### src/rtl/pf_ddr4_ca_pkg.sv
// Shared types and helpers for the DDR4 command/address lane delay controller.
package pf_ddr4_ca_pkg;

  typedef enum logic [2:0] {
    ST_IDLE,
    ST_LOAD,
    ST_WAIT,
    ST_CMP,
    ST_MOVE,
    ST_DONE,
    ST_ERR
  } ca_state_e;

  // Bit offset of a lane's field inside a packed per-lane bus.
  function automatic int lane_lsb(input int lane, input int width);
    return lane * width;
  endfunction

endpackage

### src/rtl/pf_ddr4_ca_tx_pipe.sv
// Single register stage for the per-lane TX/OE nibbles.
// The OE nibble of a lane being adjusted is zeroed on its way into the register.
module pf_ddr4_ca_tx_pipe
  import pf_ddr4_ca_pkg::*;
#(
  parameter int NUM_LANES = 8,
  parameter int DATA_W    = 4
) (
  input  logic                          clk,
  input  logic                          srst,
  input  logic [NUM_LANES*DATA_W-1:0]   tx_in,
  input  logic [NUM_LANES*DATA_W-1:0]   oe_in,
  input  logic [NUM_LANES-1:0]          oe_mask,
  output logic [NUM_LANES*DATA_W-1:0]   tx_out,
  output logic [NUM_LANES*DATA_W-1:0]   oe_out
);

  logic [NUM_LANES*DATA_W-1:0] tx_reg;
  logic [NUM_LANES*DATA_W-1:0] oe_reg;
  logic [NUM_LANES*DATA_W-1:0] oe_next;

  for (genvar gi = 0; gi < NUM_LANES; gi++) begin : g_lane
    assign oe_next[lane_lsb(gi, DATA_W) +: DATA_W] =
      oe_mask[gi] ? '0 : oe_in[lane_lsb(gi, DATA_W) +: DATA_W];
  end

  always_ff @(posedge clk) begin
    if (srst) begin
      tx_reg <= '0;
      oe_reg <= '0;
    end else begin
      tx_reg <= tx_in;
      oe_reg <= oe_next;
    end
  end

  assign tx_out = tx_reg;
  assign oe_out = oe_reg;

endmodule

### src/rtl/pf_ddr4_ca_lane_delay_ctrl.sv
// DDR4 C/A lane controller: registers TX/OE nibbles and sequences each lane's
// output delay line (LOAD/MOVE/DIRECTION) from one request channel, tracking taps.
module pf_ddr4_ca_lane_delay_ctrl
  import pf_ddr4_ca_pkg::*;
#(
  parameter int NUM_LANES  = 8,
  parameter int DATA_W     = 4,
  parameter int TAP_W      = 8,
  parameter int MOVE_GAP   = 3,
  parameter bit QUIESCE_OE = 1'b1,
  localparam int LANE_W    = (NUM_LANES > 1) ? $clog2(NUM_LANES) : 1
) (
  input  logic                          FAB_CLK,
  input  logic                          TX_SYNC_RST,
  input  logic [NUM_LANES*DATA_W-1:0]   TX_DATA_IN,
  input  logic [NUM_LANES*DATA_W-1:0]   OE_DATA_IN,
  output logic [NUM_LANES*DATA_W-1:0]   TX_DATA_OUT,
  output logic [NUM_LANES*DATA_W-1:0]   OE_DATA_OUT,
  input  logic                          REQ_VALID,
  output logic                          REQ_READY,
  input  logic [LANE_W-1:0]             REQ_LANE,
  input  logic [TAP_W-1:0]              REQ_TAP,
  input  logic                          REQ_LOAD,
  output logic                          DONE,
  output logic                          ERR,
  output logic [NUM_LANES-1:0]          DELAY_LINE_LOAD,
  output logic [NUM_LANES-1:0]          DELAY_LINE_MOVE,
  output logic [NUM_LANES-1:0]          DELAY_LINE_DIRECTION,
  input  logic [NUM_LANES-1:0]          DELAY_LINE_OUT_OF_RANGE,
  output logic [NUM_LANES*TAP_W-1:0]    TAP_POS,
  output logic [NUM_LANES-1:0]          LANE_CAL
);

  localparam int LANE_SPAN = 1 << LANE_W;
  localparam int WAIT_W    = $clog2(MOVE_GAP + 1);
  localparam logic [WAIT_W-1:0] WAIT_INIT = WAIT_W'(MOVE_GAP - 1);

  ca_state_e            state_reg, state_next;
  logic [LANE_W-1:0]    lane_reg;
  logic [TAP_W-1:0]     target_reg;
  logic                 load_req_reg;
  logic                 dir_reg;
  logic                 oor_reg;
  logic                 from_move_reg;
  logic [WAIT_W-1:0]    wait_cnt_reg;
  logic [TAP_W-1:0]     tap_reg [NUM_LANES];
  logic [NUM_LANES-1:0] cal_reg;

  logic [LANE_SPAN-1:0] lane_valid;
  logic [LANE_SPAN-1:0] cal_ext;
  logic [TAP_W-1:0]     cur_tap;
  logic                 oor_now;
  logic                 dir_out;
  logic                 quiesce_state;
  logic [NUM_LANES-1:0] oe_mask;

  // Pad lane lookups to the full index range so an illegal lane reads as invalid.
  for (genvar gi = 0; gi < LANE_SPAN; gi++) begin : g_span
    if (gi < NUM_LANES) begin : g_real
      assign lane_valid[gi] = 1'b1;
      assign cal_ext[gi]    = cal_reg[gi];
    end else begin : g_pad
      assign lane_valid[gi] = 1'b0;
      assign cal_ext[gi]    = 1'b0;
    end
  end

  assign cur_tap = tap_reg[lane_reg];
  assign oor_now = DELAY_LINE_OUT_OF_RANGE[lane_reg];

  always_comb begin
    state_next = state_reg;
    case (state_reg)
      ST_IDLE: begin
        if (REQ_VALID) begin
          if (!lane_valid[REQ_LANE] || (!REQ_LOAD && !cal_ext[REQ_LANE]))
            state_next = ST_ERR;
          else if (REQ_LOAD)
            state_next = ST_LOAD;
          else
            state_next = ST_CMP;
        end
      end
      ST_LOAD: state_next = ST_WAIT;
      ST_WAIT: begin
        if (wait_cnt_reg == '0)
          state_next = (from_move_reg && (oor_reg || oor_now)) ? ST_ERR : ST_CMP;
      end
      ST_CMP:  state_next = (cur_tap == target_reg) ? ST_DONE : ST_MOVE;
      ST_MOVE: state_next = ST_WAIT;
      ST_DONE: state_next = ST_IDLE;
      ST_ERR:  state_next = ST_IDLE;
      default: state_next = ST_IDLE;
    endcase
  end

  always_ff @(posedge FAB_CLK) begin
    if (TX_SYNC_RST) begin
      state_reg     <= ST_IDLE;
      lane_reg      <= '0;
      target_reg    <= '0;
      load_req_reg  <= 1'b0;
      dir_reg       <= 1'b0;
      oor_reg       <= 1'b0;
      from_move_reg <= 1'b0;
      wait_cnt_reg  <= '0;
      cal_reg       <= '0;
      for (int i = 0; i < NUM_LANES; i++) tap_reg[i] <= '0;
    end else begin
      state_reg <= state_next;
      case (state_reg)
        ST_IDLE: begin
          dir_reg <= 1'b0;
          if (REQ_VALID) begin
            lane_reg     <= REQ_LANE;
            target_reg   <= REQ_TAP;
            load_req_reg <= REQ_LOAD;
          end
        end
        ST_LOAD: begin
          tap_reg[lane_reg] <= '0;
          from_move_reg     <= 1'b0;
          oor_reg           <= 1'b0;
          wait_cnt_reg      <= WAIT_INIT;
        end
        ST_CMP: dir_reg <= (target_reg > cur_tap);
        ST_MOVE: begin
          tap_reg[lane_reg] <= dir_reg ? cur_tap + TAP_W'(1) : cur_tap - TAP_W'(1);
          from_move_reg     <= 1'b1;
          oor_reg           <= 1'b0;
          wait_cnt_reg      <= WAIT_INIT;
        end
        ST_WAIT: begin
          if (wait_cnt_reg != '0) wait_cnt_reg <= wait_cnt_reg - WAIT_W'(1);
          // Step back exactly once, however long the IOD holds its flag.
          if (from_move_reg && oor_now && !oor_reg) begin
            oor_reg           <= 1'b1;
            tap_reg[lane_reg] <= dir_reg ? cur_tap - TAP_W'(1) : cur_tap + TAP_W'(1);
          end
        end
        ST_DONE: if (load_req_reg) cal_reg[lane_reg] <= 1'b1;
        default: ;
      endcase
    end
  end

  always_comb begin
    dir_out = 1'b0;
    case (state_reg)
      ST_CMP:           dir_out = (target_reg > cur_tap);
      ST_MOVE, ST_WAIT: dir_out = dir_reg;
      default:          dir_out = 1'b0;
    endcase
  end

  assign quiesce_state = (state_reg == ST_LOAD) || (state_reg == ST_WAIT) ||
                         (state_reg == ST_CMP)  || (state_reg == ST_MOVE);

  for (genvar gi = 0; gi < NUM_LANES; gi++) begin : g_lane
    logic active;
    assign active                   = (lane_reg == LANE_W'(gi));
    assign DELAY_LINE_LOAD[gi]      = active && (state_reg == ST_LOAD);
    assign DELAY_LINE_MOVE[gi]      = active && (state_reg == ST_MOVE);
    assign DELAY_LINE_DIRECTION[gi] = active && dir_out;
    assign oe_mask[gi]              = QUIESCE_OE && active && quiesce_state;
    assign TAP_POS[lane_lsb(gi, TAP_W) +: TAP_W] = tap_reg[gi];
  end

  assign REQ_READY = (state_reg == ST_IDLE);
  assign DONE      = (state_reg == ST_DONE);
  assign ERR       = (state_reg == ST_ERR);
  assign LANE_CAL  = cal_reg;

  pf_ddr4_ca_tx_pipe #(
    .NUM_LANES (NUM_LANES),
    .DATA_W    (DATA_W)
  ) u_tx_pipe (
    .clk     (FAB_CLK),
    .srst    (TX_SYNC_RST),
    .tx_in   (TX_DATA_IN),
    .oe_in   (OE_DATA_IN),
    .oe_mask (oe_mask),
    .tx_out  (TX_DATA_OUT),
    .oe_out  (OE_DATA_OUT)
  );

endmodule
### config.mk
export PLATFORM = sky130hd
export DESIGN_NAME = pf_ddr4_ca_lane_delay_ctrl
export DESIGN_NICKNAME = d
export VERILOG_FILES = /design/src/rtl/pf_ddr4_ca_pkg.sv /design/src/rtl/pf_ddr4_ca_tx_pipe.sv /design/src/rtl/pf_ddr4_ca_lane_delay_ctrl.sv
export SDC_FILE = /design/constraint.sdc
export NUM_CORES = 1
export LEC_CHECK = 0
export CAP_MARGIN = 15
export CORE_MARGIN = 2
export CORE_UTILIZATION = 46
export CTS_BUF_LIST = sky130_fd_sc_hd__clkbuf_16
export CTS_CLUSTER_SIZE = 24
export DETAILED_ROUTE_END_ITERATION = 8
export PLACE_DENSITY_LB_ADDON = 0.25
export SYNTH_ARGS = -nofsm -noshare
export SYNTH_HDL_FRONTEND = slang
export SYNTH_HIERARCHICAL = 1
export SYNTH_SLANG_ARGS = --single-unit
### constraint.sdc
create_clock -name FAB_CLK -period 5.73 [get_ports FAB_CLK]
set_clock_uncertainty 0.15 [all_clocks]
set_input_delay 1.719 -clock FAB_CLK [delete_from_list [all_inputs] [get_ports FAB_CLK]]
set_output_delay 1.719 -clock FAB_CLK [all_outputs]
set_load 0.02 [all_outputs]
After elaboration in Yosys (flattened, before gate mapping)
Memories as Yosys holds them, arrays and structs flattened. A register that Yosys moved wholly into a read port is not among the register bits. Cells that the tools add are included.

Output and inout port bits: 163. Bits of input ports: 87. ROM bits: 8. Word-level logic and storage cells: 159. Register bits: 92. Memories: 2. Bits in writable memories: 64.

Add/subtract/negate cells: 3. Mux-type cells: 42. $lt $le $gt $ge: 4. Bitwise logic cells: 3. Eq/ne operators: 18. Reductions and logical operators: 69.

Memory list: tap_reg (words 8, bits a word 8, rd ports 9, clocked after Yosys merged registers in 1, write ports 8, line pf_ddr4_ca_lane_delay_ctrl.sv:46) `logic [TAP_W-1:0] tap_reg [NUM_LANES];`; (name not given) (words 8, bits a word 1, rd ports 1, clocked after Yosys merged registers in 0, write ports 0, line pf_ddr4_ca_lane_delay_ctrl.sv:76) `if (!lane_valid[REQ_LANE] || (!REQ_LOAD && !cal_ext[REQ_LANE]))`.

Operators with widths (count): 8-bit two-way mux (5); 1-bit logical AND (37); 3-bit == test, second input constant (7); 3-bit two-way mux (7); 2-bit OR reduction (10); 1-bit two-way mux (19); 3-bit by 2-bit == test with 1-bit output, second input constant (4); 3-bit case mux with 4 select lines (1); 2-bit AND reduction (5); 8-bit by 1-bit adder with 8-bit output, second input constant (1); 8-bit == test (1); 8-bit > comparator (1); 3-bit by 4-bit < comparator with 1-bit output, second input constant (2); 2-bit != test, second input constant (4); 8-bit bitwise OR (1); 1-bit case mux with 2 select lines (4); 2-bit nonzero test (4); 8-bit OR reduction (1); 8-bit by 1-bit subtractor with 8-bit output, second input constant (1); 1-bit binary-select mux with 3-bit select (2); 3-bit by 1-bit == test with 1-bit output, second input constant (2); 3-bit zero test (2); 1-bit logical OR (5); 1-bit zero test (4); 7 further kinds (9).

Depth between registers and ports, before layout
Gate-level depths: netlist of run 1.

Depth after elaboration: 11. Depth in mapped cells: 13. Gate-level depth less buffers: 11.

By module
The synthesis of run 1 kept the hierarchy.

By module, submodules not included: pf_ddr4_ca_lane_delay_ctrl (seq. area each 2542.4 um^2, area an instance 5375.2 um^2, cells an instance 532, times used 1); pf_ddr4_ca_tx_pipe (seq. area each 1281.2 um^2, area an instance 1948.1 um^2, cells an instance 135, times used 1).

Least setup slack after synthesis of run 1
OpenSTA, ideal clock, no wires.

Kind: register to output. From: register (tool-made name). To: output DELAY_LINE_DIRECTION[1]. Arrival: 3283 ps. Required time: 3861 ps. Stages on the path, launching flop included: 13. Buffers on the path: 3. Path slack: 578 ps. Cells stage by stage: dfxtp_1 buf_6 buf_2 mux4_2 mux2i_1 ha_1 nand4_1 nor2_1 or4_1 nand2b_1 clkbuf_1 nand2_1 a21oi_1.

RTL lines: end: declaration (line pf_ddr4_ca_lane_delay_ctrl.sv:28) `output logic [NUM_LANES-1:0] DELAY_LINE_DIRECTION,`.

==> results.md, run 1 <==
- Outcome: completed
- Worst path cell trace: buf_12 -> mux4_2 -> mux2_2 -> inv_1 -> ha_1 -> nand4_1 -> nor2_1 -> or4_1 -> nand2b_2 -> nand2_1 -> a21oi_1 -> dlygate4sd2_1
- Worst Path Required: 3.86 ns
- Hold Buf Count CTS: 0
- Hold Path Sink: load_req_reg$_SDFFE_PP0P_
- Detailed-route wire length: 22.5 mm
- Cell taking the most area after synthesis: edfxtp_1
- Grt ovf: 0
- Max-slew violation count: 0
- Async SR Flop Fraction: 0%
- H-Tree Depth: 4
- # nets final: 1008
- Number of core rows: 46
- Pwr/cell area: 299 nW/µm²
- Worst-path clk slew: 0.06 ns
- Drt pass-1 iters: 5
- Largest cells by area after synthesis: edfxtp_1, dfxtp_1, nor2_1
- Hold_sp: load_req_reg$_SDFFE_PP0P_
- Routed vias/inst: 5.33
- FMAX: 180 MHz
- Worst VDD drop: 0.205 mV
- R2r endpoint: tap_reg[4][7]$_SDFFCE_PN0P_
- Worst path top cell family by delay: simple AND/OR/NAND/NOR gates
- Critical path class: reg -> out
- Startpoint Class: flip-flop
- Max FFs per register: 64
- Clk Tree Root Cell: clkbuf_16
- Clk sink count: 159
- Crit path max fanout: 19
- CTS tree: yes
- Worst-Margin Slew: 0.826 ns
- Initial cell density of the core: 46.6%
- Setup Fix Bufs, Post-CTS: 0
- RSZ-0062 raised after global routing: no
- Initial antenna violation count: 1
- First-pass GRT wire length: 33.0 mm
- Largest net degree at the start of global routing: 65
- Crit path buf inv count: 3
- Die Ht: 130 µm
- Vias in the first global route: 5901
- Fillers: 1245
- Critical R2R Launch: lane_reg[1]$_SDFFE_PP0P_
- CP max stage delay: 0.55 ns
- IO Count: 250
- WP data arrival: 3.68 ns
- 1st-iter DRT viols: 396
- Layout cells sized above 1: 13.0%
- HPWL Detailed: 16.8 mm
- Antenna diodes: 0
- Hold Fails Final Rpt: 0
- Primary FF master, synth: dfxtp_1
- PostCTS Resize Cnt: 9
- Port buffer count: 249
- R2R Setup Slk: 2.04 ns
- Share of the synthesized area in the top cell type: 26.2%
- Post-DRT Antenna Nets: 0
- Average size of a mapped cell: 11.0 µm²
- Minimum clock period: 5.55 ns
- Post-synth EDFFs: 64
- Top post-synthesis cells by count: nor2_1, dfxtp_1, edfxtp_1
- GRT Overall Usage: 26.5%
- GPL Wtd Cong: 0.937
- Synth-to-Final Area Change: 44.3%
- Slew margin rel.: 44.9%
- Setup tns final: 0 ns
- Final count of negative-setup-slack endpoints: 0
- Yosys warns: 6
- Crit. End Element: primary output
- Max Cap Viol: 0
- Die area: 16900 µm²
- DRC viols: 0
- Seq cells post-synth: 159
- Min-delay worst type: reg -> reg
- Hold path cells: 2
- Leakage: 3.83 nW
- CTS max path bufs: 2
- Cell count after synthesis: 667
- Synth cell types: 66
- Die W: 130 µm
- Sequential fraction of the synthesis area: 52.2%
- Synth Cell Area: 7320 µm²
- CORE AREA: 15700 µm²
- Post-Syn Nets: 765
- WL/cell: 19.8 µm
- Design Power: 0.00316 W
- Library cell with the highest instance count after synthesis: nor2_1
- Slowest CP cell: or4_1
- Vias: 6073
- R2R depth: 7
- Period utilization: 96.9%
- CTS Buf Count: 17
- Clk Latency, worst-skew pair: 0.42 ns
## cell type report
| type | instances | area (µm²) | area share, % |
|---|---|---|---|
| flip-flops and latches | 159 | 3820 | 36.2 |
| multi-input cells | 459 | 3250 | 30.7 |
| repair buffers | 261 | 2590 | 24.6 |
| clock buffers | 18 | 450 | 4.26 |
| well taps | 216 | 270 | 2.56 |
| clock inverters | 14 | 134 | 1.27 |
| inverters | 12 | 45.0 | 0.426 |
## how the worst max path moves through the flow
stage / from / to / slack (ns) / cells past startpoint
after detailed placement: flip-flop / DELAY_LINE_DIRECTION[7] / 0.30 / 12
after global routing: flip-flop / DELAY_LINE_DIRECTION[4] / 0.03 / 12
after floorplan: flip-flop / DELAY_LINE_DIRECTION[1] / 0.58 / 12
final: flip-flop / DELAY_LINE_DIRECTION[7] / 0.18 / 12
after global placement: flip-flop / DELAY_LINE_DIRECTION[1] / 0.33 / 12
after CTS: flip-flop / DELAY_LINE_DIRECTION[1] / 0.19 / 12
## routing by layer
metal	vias to the layer above	global-route usage, %	wire (µm)	share of wire, %
li1	2851	-	-	-
met1	2906	31.8	8770	39
met2	276	44.3	11300	50
met3	38	9.10	1980	8.8
met4	2	10.2	495	2.2
met5	-	0	13	0.058
## through the flow
stage,hold WS [ns],util [%],cell area (µm²),std cells,worst slack [ns]
2_1_floorplan,0.282,-,7320,667,0.578
3_3_place_gp,0.288,63.6,9990,1107,0.333
3_5_place_dp,0.299,63.6,9990,1107,0.295
4_1_cts,0.308,67.2,10600,1139,0.190
5_1_grt,0.329,67.2,10600,1139,0.0269
6_report,0.310,67.2,10600,1139,0.180
## logic make-up (layout without fill, tap and decap cells)
group           count (synthesis)  in the layout  share of synthesized area [%]
compound gates                104            104                           10.2
simple gates                  309            309                           23.9
fa+ha+maj                      11             11                           1.88
xor+xnor                        3              3                          0.359
buf+inv                        49            305                           3.47
mux                            32             32                           8.05
flops                         159            159                           52.2
## cells in the final DEF, fill, tap and decap left out, types with 3 or more instances in the layout
master / instances
mux2i_4: 3
nor3_1: 17
and2_1: 4
buf_4: 11
a21oi_1: 46
nor2_1: 109
or2_2: 3
inv_6: 3
mux2i_1: 8
nand2_1: 54
o21ai_1: 3
edfxtp_1: 64
dlygate4sd2_1: 8
a21o_1: 3
o21a_1: 6
o211ai_1: 4
clkinv_2: 3
o311ai_2: 3
clkbuf_16: 18
clkdlybuf4s50_1: 240
ha_1: 11
nand2b_1: 15
nor2b_1: 41
o21ai_0: 8
nor3b_2: 32
and3_1: 5
o22ai_1: 6
mux4_2: 18
a211oi_1: 5
inv_1: 12
nand4_1: 3
a31oi_1: 4
nand3_1: 8
dfxtp_1: 95
## report_power, final
part           total (W)  leakage, nW  switching, W  internal, W
clock network    0.00113        0.298      0.000461     0.000667
registers        0.00131         1.45     0.0000611      0.00125
logic           0.000729         2.09      0.000401     0.000328
total            0.00316         3.83      0.000923      0.00224
## tightest hold or removal path, stage by stage (launching register included)
cell and delay [ns]:
dfxtp_1 0.31, nand2_1 0.05, a21oi_1 0.06
Note: power is estimated with default switching activity, not from simulation.
==> inputs of run 2 (changes only) <==
--- a/config.mk
+++ b/config.mk
@@ -12,6 +12,7 @@
 export CTS_CLUSTER_SIZE = 24
 export DETAILED_ROUTE_END_ITERATION = 8
 export PLACE_DENSITY_LB_ADDON = 0.25
+export SKIP_CTS_REPAIR_TIMING = 1
 export SYNTH_ARGS = -nofsm -noshare
 export SYNTH_HDL_FRONTEND = slang
 export SYNTH_HIERARCHICAL = 1
==> run 2 against run 1 <==
  * Clock-buffer cell count unchanged
  * Register-to-register slack hardly changed
  * Cell area grew 0.28%
  * Via count fell by 0.12%
  * First-iteration DRC count is 20% higher
  * Routed wire length grew 0.12%
  * Worst hold slack worse by 0.0042 ns
  * Sequential share of layout area shrank 0.10 points
  * Critical path type unchanged
  * Largest power group unchanged
  * Highest routed layer unchanged
==> results.md, run 2 (synthesis gave the netlist of run 1 again) <==
- Outcome: completed
- DRC viols: 0 (unchanged)
- Synth-to-Final Area Change: 44.7%
- Die area: 16900 µm² (unchanged)
- Hold Fails Final Rpt: 0 (unchanged)
- Pwr/cell area: 298 nW/µm² (-0.29%)
- Met3 Use GR: 9.23% (+0.12 points)
- Commonest non-fill, non-tap cell in the layout: clkdlybuf4s50_1
- CTS Buf Count: 17 (unchanged)
- Startpoint Class: flip-flop
- Drt pass-1 iters: 5 (unchanged)
- Largest net degree at the start of global routing: 65 (unchanged)
- Critical path class: reg -> out
- Max FFs per register: 64 (unchanged)
- Placed cell count: 1107 (unchanged)
- First-pass GRT wire length: 33.0 mm (unchanged)
- Most frequent cells in the layout: clkdlybuf4s50_1, nor2_1, dfxtp_1
- CTS max path bufs: 2 (unchanged)
- Most used routing layer: met2
- Initial antenna violation count: 1 (unchanged)
- Crit. End Element: primary output
- Leakage: 3.94 nW (+2.9%)
- Port buffer count: 249 (unchanged)
- Number of core rows: 46 (unchanged)
- Non-filler cells, final: 1139 (unchanged)
- Post-DRT Antenna Nets: 0 (unchanged)
- IO Count: 250 (unchanged)
- GRT Overall Usage: 26.6% (about the same)
- 1st-iter DRT viols: 477 (+20%)
- Min-delay worst type: reg -> reg
- Clk sink count: 159 (unchanged)
- FMAX: 183 MHz (+1.8%)
- Final count of negative-setup-slack endpoints: 0 (unchanged)
- CTS tree: yes
- Detailed-route wire length: 22.6 mm (+0.12%)
- CORE AREA: 15700 µm² (unchanged)
- Slew margin rel.: 44.3% (-0.63 points)
- Worst-path clk slew: 0.06 ns (about the same)
- WHS: 0.306 ns (-0.00417 ns)
- Clk Tree Root Cell: clkbuf_16
- Max Cap Viol: 0 (unchanged)
- WL/cell: 19.8 µm (+0.12%)
- M2 GR Usage: 44.3% (about the same)
- Critical R2R Launch: lane_reg[1]$_SDFFE_PP0P_
- GPL Wtd Cong: 0.937 (unchanged)
- Period utilization: 95.1% (-1.7 points)
- Vias: 6066 (-0.12%)
- RSZ-0062 raised after global routing: no
- Die W: 130 µm (unchanged)
- Antenna diodes: 0 (unchanged)
- Met1 usage: 31.8% (about the same)
- Clk Latency, worst-skew pair: 0.42 ns (about the same)
- Minimum clock period: 5.45 ns (-0.0990 ns)
- Worst VDD drop: 0.206 mV (+0.24%)
- Worst Path Required: 3.86 ns (about the same)
- Grt ovf: 0 (unchanged)
- Setup tns final: 0 ns (unchanged)
- Die Ht: 130 µm (unchanged)
- Max-slew violation count: 0 (unchanged)
- HPWL Detailed: 16.8 mm (unchanged)
- Hold_sp: load_req_reg$_SDFFE_PP0P_
- # nets final: 1008 (unchanged)
- Worst-Margin Slew: 0.830 ns (+0.00388 ns)
- Layout cells sized above 1: 13.0% (unchanged)
- Vias in the first global route: 5894 (-0.12%)
- Routed vias/inst: 5.33 (-0.12%)
- Initial cell density of the core: 46.6% (unchanged)
- WP data arrival: 3.58 ns (-0.10 ns)
- H-Tree Depth: 4 (unchanged)
- Crit path max fanout: 19 (unchanged)
==> run 2: worst paths after layout <==
kind / end / depth (start not counted) / slack [ns]
setup / recovery: DELAY_LINE_DIRECTION[7] / 12 / 0.28
hold / removal: load_req_reg$_SDFFE_PP0P_ / 2 / 0.31
setup reg to reg: tap_reg[4][7]$_SDFFCE_PN0P_ / 7 / 2.03
hold reg to reg: load_req_reg$_SDFFE_PP0P_ / 2 / 0.31
==> run 2: area by class of cell <==
class                           count  area, µm²
Timing Repair Buffer              261       2630
Sequential cell                   159       3820
Inverter                           12       45.0
Clock buffer                       18        450
Tap cell                          216        270
Fill cell                        1230       5120
Clock inverter                     14        134
Multi-Input combinational cell    459       3250
==> run 2: layer usage <==
layer	vias to the layer above	share of wire [%]
li1	2853	-
met1	2892	38
met2	286	50
met3	33	9.1
met4	2	2.2
met5	-	0.058
==> run 2: where the power goes <==
part | switching, W | internal, W | leakage [nW]
logic | 0.000402 | 0.000328 | 2.20
registers | 0.0000610 | 0.00125 | 1.45
clock network | 0.000460 | 0.000667 | 0.298
==> run 2: worst max-delay path, stage by stage, from the launching register on <==
cell and delay (ns):
dfxtp_1 0.35, buf_12 0.18, mux4_2 0.51, mux2_2 0.33, inv_1 0.15, ha_1 0.26, nand4_1 0.09, nor2_1 0.06
or4_1 0.55, nand2b_2 0.20, nand2_1 0.09, a21oi_1 0.14, dlymetal6s2s_1 0.25
==> run 2: stage by stage <==
step / area, µm² / util (%) / setup WS [ns] / power [W]
3_3_place_gp: 9990 / 63.6 / 0.333 / 0.00205
2_1_floorplan: 7320 / - / 0.578 / 0.00175
6_report: 10600 / 67.4 / 0.279 / 0.00316
4_1_cts: 10600 / 67.3 / -0.182 / 0.00318
3_5_place_dp: 9990 / 63.6 / 0.295 / 0.00205
5_1_grt: 10600 / 67.4 / 0.136 / 0.00328
